File: src/rtl/clock_tick_gen.sv
// Multi-channel programmable clock divider. Each channel emits a one-cycle tick and a
// registered square wave; divisor writes are double-buffered and land only on a period boundary.
module clock_tick_gen #(
  parameter int unsigned          CHANNELS  = 2,
  parameter int unsigned          DIV_WIDTH = 24,
  parameter logic [DIV_WIDTH-1:0] RESET_DIV = {DIV_WIDTH{1'b1}},
  parameter int unsigned          SEL_WIDTH = 1
) (
  input  logic                 fast_clock,
  input  logic                 rst,
  input  logic                 cfg_we,
  input  logic [SEL_WIDTH-1:0] cfg_sel,
  input  logic [DIV_WIDTH-1:0] cfg_div,
  input  logic                 sync_restart,
  output logic [CHANNELS-1:0]  tick,
  output logic [CHANNELS-1:0]  clk_out,
  output logic [CHANNELS-1:0]  pending
);

  typedef logic [DIV_WIDTH-1:0] div_t;

  typedef struct packed {
    div_t count;
    div_t div_act;
    div_t div_sh;
    logic pend;
    logic clk;
  } chan_t;

  localparam chan_t RESET_STATE = '{
    count:   '0,
    div_act: RESET_DIV,
    div_sh:  RESET_DIV,
    pend:    1'b0,
    clk:     1'b0
  };

  for (genvar ch = 0; ch < CHANNELS; ch++) begin : g_chan
    chan_t st_q;
    chan_t st_d;
    logic  running;
    logic  terminal;
    logic  sel_hit;

    assign running  = (st_q.div_act != '0);
    assign terminal = running && (st_q.count == st_q.div_act);
    assign sel_hit  = cfg_we && (cfg_sel == SEL_WIDTH'(ch));

    // NOTE: st_d starts as a full copy of st_q so every path assigns every field and no latch is inferred.
    always_comb begin
      st_d       = st_q;
      st_d.count = running ? st_q.count + div_t'(1) : '0;

      if (terminal) begin
        st_d.count = '0;
        if (st_q.pend) begin
          st_d.div_act = st_q.div_sh;
          st_d.pend    = 1'b0;
        end
      end

      if (sel_hit) begin
        st_d.div_sh = cfg_div;
        if (!running || terminal) begin
          st_d.div_act = cfg_div;
          st_d.count   = '0;
          st_d.pend    = 1'b0;
        end else begin
          st_d.pend = 1'b1;
        end
      end

      // Restart applies whatever shadow is waiting, including one written this cycle.
      if (sync_restart) begin
        st_d.count = '0;
        if (st_d.pend) begin
          st_d.div_act = st_d.div_sh;
        end
        st_d.pend = 1'b0;
      end

      st_d.clk = !sync_restart && (st_d.count > (st_d.div_act >> 1));
    end

    // NOTE: state flops use non-blocking assignments only; every field is reset so a
    // channel comes out of reset running at the legacy rate with nothing pending.
    always_ff @(posedge fast_clock or negedge rst) begin
      if (!rst) begin
        st_q <= RESET_STATE;
      end else begin
        st_q <= st_d;
      end
    end

    assign tick[ch]    = terminal && !sync_restart;
    assign clk_out[ch] = st_q.clk;
    assign pending[ch] = st_q.pend;
  end

endmodule

File: config.mk
export PLATFORM = sky130hd
export DESIGN_NAME = clock_tick_gen
export DESIGN_NICKNAME = d
export VERILOG_FILES = /design/src/rtl/clock_tick_gen.sv
export SDC_FILE = /design/constraint.sdc
export NUM_CORES = 1
export LEC_CHECK = 0
export CORE_MARGIN = 3
export CORE_UTILIZATION = 55
export CTS_CLUSTER_SIZE = 24
export DETAILED_ROUTE_END_ITERATION = 6
export GPL_TIMING_DRIVEN = 1
export PLACE_DENSITY = 0.73
export REMOVE_ABC_BUFFERS = 1
export SYNTH_ARGS = -nofsm -noshare
export SYNTH_HDL_FRONTEND = slang
export SYNTH_SLANG_ARGS = --single-unit
export TNS_END_PERCENT = 5
File: constraint.sdc
create_clock -name fast_clock -period 10 [get_ports fast_clock]
set_input_delay 1.5 -clock fast_clock [delete_from_list [all_inputs] [get_ports fast_clock]]
set_output_delay 1.5 -clock fast_clock [all_outputs]
set_load 0.05 [all_outputs]
==> results_dict.tcl <==
set metrics [dict create \
    grt_first_pass_wirelength_um 37200 \
    ctsResizeCount 0 \
    p_comb_share_pct 18.7 \
    synth_seq_area_share_pct 42.1 \
    cap_violations 0 \
    dp_hpwl_um 16100 \
    cts-htree-levels 4 \
    place_area_um2 9490 \
    wl_um 22800 \
    power_frac_clock_pct 37.4 \
    fin_crit_ps 5220 \
    rows 46 \
    synth_flop_cell "dfstp_2" \
    cp-start-kind "input pin" \
    finalHoldViolCount 0 \
    status "complete, no violations" \
    setup_viol 0 \
    finalMaxSlewViolations 0 \
    worst_pin_slew_ps 1000 \
    synth-adder-area-share_pct 6.62 \
    n_antenna_cell 0 \
    nets 991 \
    fmax_mhz 192 \
    path_clk_slew_ps 60 \
    antenna_found_initial 1 \
    grt_use_met1_pct 36.1 \
    worstPathArrival_ps 5590 \
    fin_crit_sh_pct 52.2 \
    design_area_um2 10100 \
    ctsHoldBuffers 0 \
    hp-class "flip-flop to flip-flop" \
    grt_max_degree 83 \
    grt_pass1_vias 6982 \
    avgSynthCellArea_um2 10.0 \
    switching_share_pct 28.5 \
    core_region_area_um2 16000 \
    irDropWorstVdd_mv 0.124 \
    die_w_um 134 \
    netlist_area_um2 9080 \
    required_ps 10370 \
    ant_nets 0 \
    cts-root-buf "clkbuf_16" \
    top_usage_layer "met2" \
    synth-simple-area-share_pct 16.3 \
    p_seq_share_pct 43.9 \
    place.gp.congestion 0.919 \
    switching_power_w 0.000524 \
    ys_seq_elements 148 \
    cts.sinks 148 \
    tritoncts "built" \
    die_h_um 134 \
    drive_gt1_share_pct 19.1 \
    grt_usage_pct 26.1 \
    synth_edf_count 0 \
    synth_mux_area_share_pct 8.06 \
    synth_compound_area_share_pct 13.3 \
    use_met2_pct 42.3 \
    port_buffers 34 \
    start_util_pct 56.7 \
    viasPerCell 6.17 \
    p_int_w 0.00131 \
    ys_types 50 \
    postCtsSetupBuffers 0 \
    grt_overflow 0 \
    area_growth_pct 11.5 \
    fin_skew_ps 6.66 \
    drt-initial-drc-count 480 \
    p_per_area_nw_per_um2 181 \
    clockBufferDepth 2 \
    cts_made_buffers 17 \
    via_count 7050 \
    synth_top_family_by_area "simple AND/OR/NAND/NOR gates" \
    dieArea_um2 18100 \
    grtUsageMet3_pct 4.47 \
    p_leak_nw 4.49 \
    rsz0062_at_grt "false" \
    crit_fanout 70 \
    wl_per_cell_um 19.9 \
    slew_headroom_pct 33.3 \
    drc_errors 0 \
    insertion_delay_ps 430 \
    ys_warn_count 0 \
    synth-xor-area-share_pct 8.96 \
    postSynthCellCount 905 \
    detail_route.first_pass.iterations 5 \
    async_reset_ff_share_pct 100 \
    path_class "input pin to flip-flop" \
    num_io_pins 35 \
    worstSetupEndpointType "flip-flop" \
    fin_tns_setup_ps 0 \
]
-- power groups by stage --
stage               logic (W)  clock network (W)  registers, W
finish               0.000344           0.000686      0.000806
global route         0.000386           0.000717      0.000814
CTS                  0.000345           0.000693      0.000805
detailed placement   0.000342                  0      0.000813
global placement     0.000334                  0      0.000811
floorplan            0.000248                  0      0.000781
-- metrics by stage --
step	util [%]	hold slack (ps)	cells	worst slack, ps	total power (W)
floorplan	-	456	850	4110	0.00103
global placement	59.3	468	1111	4340	0.00115
detailed placement	59.3	479	1111	4310	0.00115
CTS	63.2	489	1143	4790	0.00184
global route	63.2	500	1143	4530	0.00192
finish	63.2	483	1143	4780	0.00184
-- state kept, by name (all words and copies together), names as in the netlist --
signal and count:
g_chan.st_q 144, clk_out 2, pending 2
-- layout make-up --
class,count,area (um^2)
inverter,35,131
timing repair buffer,45,424
clock buffer,20,447
sequential,148,3820
fill,1366,5880
multi-input combinational,667,4840
clock inverter,12,180
tap,216,270
-- synth_stat cells (13+ instances only) --
cell,n,share of area [%]
clkbuf_1,31,1.3
nand4_1,28,1.9
nand3_1,48,2.6
ha_1,48,6.6
xor2_1,23,2.2
nor2_1,91,3.8
o221a_2,22,2.7
a221oi_1,24,2.3
dfstp_2,96,28
o221ai_1,22,2.1
a221o_1,23,2.5
mux2i_1,72,7.9
a21oi_1,13,0.72
dfrtp_1,52,14
buf_2,15,0.83
nand2_1,92,3.8
xnor2_1,68,6.6
inv_1,35,1.4
nor4_1,16,1.1
-- metal layers --
layer  vias to the layer above  share of wire (%)  wire length [um]
li1                       3333                  -                 -
met4                         0                1.9               426
met5                         -                  0                 0
met1                      3504                 45             10300
met2                       179                 49             11000
met3                        34                4.3               981
-- placed cells by master, fill, tap and decap left out, types with 17 or more instances in the layout --
cell	Yosys	routed
a221o_1	23	23
xor2_1	23	23
nand3_1	48	47
nand4_1	28	28
o221a_2	22	22
clkdlybuf4s50_1	0	33
ha_1	48	48
mux2i_1	72	72
inv_1	35	35
dfrtp_1	52	52
o221ai_1	22	22
dfstp_2	96	96
clkbuf_16	0	17
a221oi_1	24	24
xnor2_1	68	68
nor2_1	91	91
nand2_1	92	91
-- critical path: stages --
cell and delay (ps):
clkdlybuf4s50_1 500, nor2b_2 140, buf_4 330, mux2_2 400, nand3_2 70, buf_4 530
o221ai_1 230, ha_1 350, nand4_1 180, nor4_1 570, o21ai_0 190, o211ai_1 130
a21oi_1 90, a22oi_1 190, o21ba_2 140
-- cell families after synthesis --
family | count (synthesis)
buffers and inverters | 90
xor gates and xnor gates | 92
AOI/OAI and AO/OA | 141
and+or+nand+nor | 313
adders and majority gates | 48
DFF | 148
muxes | 73
-- path summary, 6_finish.rpt --
path	start	end	slack [ps]	depth (start not counted)
max	cfg_we	clk_out[0]	4780	15
max reg2reg	g_chan[0].st_q[37]	clk_out[0]	5480	16
min in group asynchronous	rst	g_chan[1].st_q[60]	1120	1
min reg2reg	g_chan[0].st_q[3]	g_chan[0].st_q[3]	480	2
min	g_chan[0].st_q[3]	g_chan[0].st_q[3]	480	2
max in group asynchronous	rst	g_chan[0].st_q[62]	7530	2
Power figures use the tool's default switching activity.
